$ cat src/rtl/store_rmw_pkg.sv
// ============================================================================
// store_rmw_pkg : size encodings and FSM state type shared by the store RMW unit
// Rev 1.0
// ============================================================================
`default_nettype none

package store_rmw_pkg;

   localparam logic [1:0] SIZE_B = 2'b00;
   localparam logic [1:0] SIZE_H = 2'b01;
   localparam logic [1:0] SIZE_W = 2'b10;

   typedef enum logic [2:0] {
      ST_IDLE  = 3'd0,
      ST_RD    = 3'd1,
      ST_MERGE = 3'd2,
      ST_WR    = 3'd3,
      ST_ERR   = 3'd4
   } state_e;

   // Illegal size code, or a halfword/word whose address is not naturally aligned.
   function automatic logic req_is_bad(input logic [1:0] size, input logic [1:0] addr_lo);
      logic bad;
      unique case (size)
         SIZE_B:  bad = 1'b0;
         SIZE_H:  bad = addr_lo[0];
         SIZE_W:  bad = (addr_lo != 2'b00);
         default: bad = 1'b1;
      endcase
      return bad;
   endfunction

endpackage

`default_nettype wire

$ cat src/rtl/store_lane_merge.sv
// ============================================================================
// store_lane_merge : little-endian byte/halfword insertion into an existing word
// Rev 1.0
// ============================================================================
`default_nettype none

module store_lane_merge
   import store_rmw_pkg::*;
(
   input  logic [31:0] old_word_i,
   input  logic [31:0] new_data_i,
   input  logic [1:0]  size_i,
   input  logic [1:0]  addr_lo_i,
   output logic [31:0] merged_o
);

   always_comb begin
      merged_o = old_word_i;
      unique case (size_i)
         SIZE_B: begin
            unique case (addr_lo_i)
               2'd0: merged_o[7:0]   = new_data_i[7:0];
               2'd1: merged_o[15:8]  = new_data_i[7:0];
               2'd2: merged_o[23:16] = new_data_i[7:0];
               default: merged_o[31:24] = new_data_i[7:0];
            endcase
         end
         SIZE_H: begin
            if (addr_lo_i[1]) merged_o[31:16] = new_data_i[15:0];
            else              merged_o[15:0]  = new_data_i[15:0];
         end
         default: merged_o = new_data_i;
      endcase
   end

endmodule

`default_nettype wire

$ cat src/rtl/store_rmw.sv
// ============================================================================
// store_rmw : sub-word store via read-modify-write of a word-wide memory
// Rev 1.0
// ============================================================================
`default_nettype none

module store_rmw
   import store_rmw_pkg::*;
(
   input  logic        clk,
   input  logic        reset,
   input  logic        req_valid,
   output logic        req_ready,
   input  logic [1:0]  req_size,
   input  logic [31:0] req_addr,
   input  logic [31:0] req_wdata,
   output logic [31:0] mem_addr,
   output logic        mem_re,
   input  logic [31:0] mem_rdata,
   output logic        mem_we,
   output logic [31:0] mem_wdata,
   output logic        done,
   output logic        err
);

   state_e      state_q, state_d;
   logic [1:0]  size_q;
   logic [31:0] addr_q;
   logic [31:0] data_q;   // holds wdata until MERGE, then the merged word
   logic [31:0] merged_d;
   logic        accept;

   assign accept = (state_q == ST_IDLE) && req_valid;

   store_lane_merge u_merge (
      .old_word_i (mem_rdata),
      .new_data_i (data_q),
      .size_i     (size_q),
      .addr_lo_i  (addr_q[1:0]),
      .merged_o   (merged_d)
   );

   always_ff @(posedge clk) begin
      if (reset) begin
         state_q <= ST_IDLE;
         size_q  <= 2'b00;
         addr_q  <= 32'd0;
         data_q  <= 32'd0;
      end else begin
         state_q <= state_d;
         if (accept) begin
            size_q <= req_size;
            addr_q <= req_addr;
            data_q <= req_wdata;
         end else if (state_q == ST_MERGE) begin
            data_q <= merged_d;
         end
      end
   end

   always_comb begin
      state_d   = state_q;
      req_ready = 1'b0;
      mem_re    = 1'b0;
      mem_we    = 1'b0;
      mem_addr  = 32'd0;
      mem_wdata = 32'd0;
      done      = 1'b0;
      err       = 1'b0;
      unique case (state_q)
         ST_IDLE: begin
            req_ready = 1'b1;
            if (req_valid) begin
               if (req_is_bad(req_size, req_addr[1:0])) state_d = ST_ERR;
               else if (req_size == SIZE_W)            state_d = ST_WR;
               else                                     state_d = ST_RD;
            end
         end
         ST_RD: begin
            mem_re   = 1'b1;
            mem_addr = {addr_q[31:2], 2'b00};
            state_d  = ST_MERGE;
         end
         ST_MERGE: state_d = ST_WR;
         ST_WR: begin
            mem_we    = 1'b1;
            mem_addr  = {addr_q[31:2], 2'b00};
            mem_wdata = data_q;
            done      = 1'b1;
            state_d   = ST_IDLE;
         end
         ST_ERR: begin
            err     = 1'b1;
            state_d = ST_IDLE;
         end
         default: state_d = ST_IDLE;
      endcase
   end

endmodule

`default_nettype wire
$ cat config.mk
export PLATFORM = sky130hd
export DESIGN_NAME = store_rmw
export DESIGN_NICKNAME = d
export VERILOG_FILES = /design/src/rtl/store_rmw_pkg.sv /design/src/rtl/store_lane_merge.sv /design/src/rtl/store_rmw.sv
export SDC_FILE = /design/constraint.sdc
export NUM_CORES = 1
export LEC_CHECK = 0
export ABC_AREA = 1
export BUFFER_PORTS_ARGS = -buffer_cell sky130_fd_sc_hd__buf_2
export CAP_MARGIN = 5
export CORE_MARGIN = 3
export CORE_UTILIZATION = 42
export DETAILED_ROUTE_END_ITERATION = 6
export PLACE_DENSITY = 0.82
export SLEW_MARGIN = 20
export SYNTH_ARGS = -nofsm -noshare
export SYNTH_HDL_FRONTEND = slang
export SYNTH_SLANG_ARGS = --single-unit
$ cat constraint.sdc
create_clock -name clk -period 2 [get_ports clk]
set_clock_uncertainty 0.1 [all_clocks]
set_input_delay 0.3 -clock clk [delete_from_list [all_inputs] [get_ports clk]]
set_output_delay 0.3 -clock clk [all_outputs]
set_load 0.02 [all_outputs]
### Word level (Yosys, flattened, before mapping)

Cells that the tools add are included.

* word-level logic and storage cells: 53
* flip-flop bits (word level): 69

* reductions and logical operators: 13
* muxes and demuxes: 22
* equal/unequal tests: 12

Operators by type and width (count)
* $mux 32: 4
* $pmux 32 s2: 1
* $mux 16: 2
* $mux 8: 4
* $pmux 3 s3: 1
* $eq 2x1->1 const B: 3
* $eq 3x2->1 const B: 2
* $logic_not 2->1: 3
* $mux 1: 6
* $mux 3: 2
* $ne 3x3->1 const B: 2
* $eq 2x2->1 const B: 2
* $reduce_and 4->1: 1
* $reduce_bool 2->1: 2
* $eq 3x1->1 const B: 1
* $eq 3x3->1 const B: 1
* $logic_not 3->1: 1
* $pmux 1 s3: 1
* $reduce_and 3->1: 1
* $reduce_bool 3->1: 1
* $reduce_or 3->1: 1
* $mux 2: 1
* $ne 2x2->1 const B: 1
* $reduce_and 2->1: 1
* 2 further kinds: 2

### Logic depth before layout (Yosys ltp)

* depth in word-level cells: 7
* depth in mapped cells: 9
* depth with buffers taken out: 9

### Cells and area by module

A second synthesis with hierarchy kept.

* cells, all modules: 905
* area total of the unflattened synthesis: 5026.1 um2

Modules (own cells, without submodules)
* store_rmw: cells an instance 567, area each 3573.4 um2, times used 1
* store_lane_merge: cells an instance 338, area each 1452.6 um2, times used 1

### Worst setup path before layout

Ideal clock, no wire load.

* kind: register -> output
* start point: register state_q[0]
* end point: output port mem_wdata[10]
* buffers on the path: 1
* slack: 0.059 ns
* cell stages (with the launch flop): 6
* data required time: 1.600 ns
* arrival time: 1.541 ns
* cells stage by stage: dfxtp_1 -> nand2_1 -> nor2_1 -> inv_1 -> clkbuf_1 -> nor2_1

* longest elaborated chain between the ends: 2

RTL lines
* start: declaration: line store_rmw.sv:26 `state_e state_q, state_d;`
* start signal: assignment: line store_rmw.sv:50 `state_q <= state_d;`
* $eq 3x2->1: line store_rmw.sv:70 `unique case (state_q)`
* $mux 32: line store_rmw.sv:70
* end: declaration: line store_rmw.sv:21 `output logic [31:0] mem_wdata,`

No other way between the ends.

### Final worst setup path

* start point: register state_q[2]
* end point: output port mem_addr[17]

* longest elaborated chain between the ends: 3

RTL lines
* $eq 3x1->1 or $eq 3x2->1 (tied branches): line store_rmw.sv:70
* $reduce_or 2->1 (no line) (*)
* $mux 32 (*): line store_rmw.sv:70
* end: declaration: line store_rmw.sv:17 `output logic [31:0] mem_addr,`

Every way passes the cells marked *; elsewhere a longest branch is shown, timed or not.

==> results.cfg <==
[yosys]
avgSynthCellArea_um2 = 5.956
synth_area_leader_cell = dfxtp_1
ys_ff_latch = 69
synth_area_mm2 = 0.003949
synth_top_area_frac = 0.3498
ys_types = 24
syn-instance-count = 663
ys.warnings.count = 0
ys_top_cells_by_area = dfxtp_1, nand2_1, nor2_1, o21ai_0, inv_1
seq_area_frac_synth = 0.3498

[route]
met3_length_um = 999
vias_per_cell = 4.909
wl_met1_um = 5023
top_layer = met4
wl_met2_um = 5405
wl_per_cell_um = 12.62
drtPass1Iterations = 7
routed_wl_um = 11680
drtIter0Drc = 263
drc_errors = 0
ant_nets = 0
vias = 4546

[floorplan]
num_io_pins = 170
dieWidth_um = 103.0
rows = 34
die_y_um = 103.0
start_util = 0.4420
coreArea_mm2 = 0.008934
die_area_mm2 = 0.01060

[global_routing]
grt_pass1_vias = 4038
grt_pass1_wl_um = 18420
grt_max_degree = 60
grtUsageTotal = 0.2185
grt_overflow = 0
antenna_found_initial = 0

[critical_path]
cp-end-kind = output pin
critPathMaxFanout = 32
rr_worst_depth = 7
rrSetupSlack_ns = 0.29
required_ns = 1.60
path_class = flip-flop to output pin
crit_arrival_ns = 1.52
worstSetupStartpointType = flip-flop

[cts]
clk_pin_slew_worst_paths_ns = 0.07
clkSinkCount = 69
insertion_delay_ns = 0.34
cts_tree = yes
htreeDepth = 3
ctsHoldBuffers = 0
root_buffer = clkbuf_8
cts_max_path_buffers = 2
cts_made_buffers = 9

[placement]
port_buffers = 167
dp.final_hpwl_um = 8678
gp_congestion = 0.8782

[timing]
holdWs_ns = 0.04261
hold_viol = 0
period_share = 0.9613
finalCriticalPeriod_ns = 1.923
final.setup.tns_ns = 0
fmax_mhz = 520.1
setup_violations = 0
rsz0062_at_grt = yes
slew_violations = 0

[worst_hold_path]
hp-class = primary input to flip-flop
whs_path_depth = 2

[finish]
multi_input_area_mm2 = 0.002026
final_nets = 916
syn2layout_area_growth_pct = 28.42
seq_area_mm2 = 0.001383
antenna_cells = 0
fill_cells = 924
drive_gt1_frac = 0.2616

[power_and_ir_drop]
power_mw = 4.035
peakVddDrop_mv = 0.2983
p_leak_nw = 2.678
powerDensity_mw_per_mm2 = 795.7

[status]
status = finished clean

[run]
cap_violations = 0
==> cells in the final DEF, fill, tap and decap left out <==
master	netlist	final
a21oi_1	35	35
a31oi_1	8	8
buf_12	0	2
buf_2	15	162
buf_4	7	18
bufinv_16	0	2
clkbuf_8	0	9
clkinv_1	0	1
clkinv_2	0	2
clkinvlp_4	0	1
conb_1	1	2
dfxtp_1	69	68
dfxtp_2	0	1
inv_1	85	83
inv_2	4	5
inv_4	1	1
nand2_1	164	164
nand2_2	3	3
nand3_1	43	43
nand3_2	2	1
nand3_4	2	3
nor2_1	124	122
nor2_2	1	3
nor2_4	1	1
nor3_1	2	2
o21ai_0	74	74
o21ai_1	1	1
o31ai_1	1	1
==> cells by family (layout without fill, tap and decap cells) <==
group / after synthesis / count (layout) / synth area share
AOI/OAI and AO/OA: 119 / 119 / 0.1540
buffers and inverters: 132 / 286 / 0.1413
DFF: 69 / 69 / 0.3498
other: 1 / 2 / 0.0009497
and+or+nand+nor: 342 / 342 / 0.3539
==> through the flow <==
| step | std cells | instance area, µm² | setup slack, ns | util |
|---|---|---|---|---|
| 3_5_place_dp | 912 | 4851 | 0.3167 | 0.5430 |
| 2_1_floorplan | 664 | 3953 | 0.05941 | - |
| 5_1_grt | 926 | 5071 | -0.01257 | 0.5676 |
| 4_1_cts | 926 | 5052 | 0.01828 | 0.5655 |
| 6_report | 926 | 5071 | 0.07740 | 0.5676 |
| 3_3_place_gp | 912 | 4851 | 0.3470 | 0.5430 |
==> repair_timing <==
item / in CTS / in global routing
buffers inserted: 0 / 0
resized for setup: 1 / 8
endpoints found under the setup margin: 26 / 26
endpoints found under the hold margin: 0 / 0
cloned: 0 / 0
==> path summary, 6_finish.rpt <==
kind	from	to
max	state_q[2]$_SDFFE_PP0P_	mem_addr[17]
min	reset	size_q[0]$_SDFFE_PP0P_
max reg2reg	state_q[0]$_SDFFE_PP0P_	data_q[13]$_SDFFE_PP0P_
min reg2reg	addr_q[27]$_SDFFE_PP0P_	addr_q[27]$_SDFFE_PP0P_
==> flip-flops by register name, indices dropped and copies added (netlist names) <==
name	flops
state_q	3
size_q	2
addr_q	32
data_q	32
==> power by group <==
part | internal, mW | switching [mW]
clock network | 0.684 | 0.508
logic | 0.410 | 0.753
registers | 1.57 | 0.111
==> per-layer routing <==
metal	track usage	up-vias
li1	-	2345
met1	0.2776	1991
met2	0.3616	187
met3	0.04465	23
met4	0.08765	0
met5	0	-
==> synthesized netlist by cell type <==
library cell	instances
a21oi_1	35
a31oi_1	8
buf_1	1
buf_2	15
buf_4	7
buf_6	2
clkbuf_1	17
conb_1	1
dfxtp_1	69
inv_1	85
inv_2	4
inv_4	1
nand2_1	164
nand2_2	3
nand3_1	43
nand3_2	2
nand3_4	2
nor2_1	124
nor2_2	1
nor2_4	1
nor3_1	2
o21ai_0	74
o21ai_1	1
o31ai_1	1
==> worst max-delay path, cell delays in order, from the launching register on <==
cell and delay (ns):
dfxtp_1 0.39, inv_1 0.07, nand2_1 0.09, buf_4 0.33, nor2_1 0.11, buf_2 0.18
==> area by class of cell <==
class,instances,area share
Multi-Input combinational cell,463,0.3995
Sequential cell,69,0.2726
Timing Repair Buffer,182,0.1944
Inverter,90,0.06711
Tap cell,108,0.02665
Clock buffer,9,0.02443
Clock inverter,5,0.01530
Note: power is estimated with default switching activity, not from simulation.
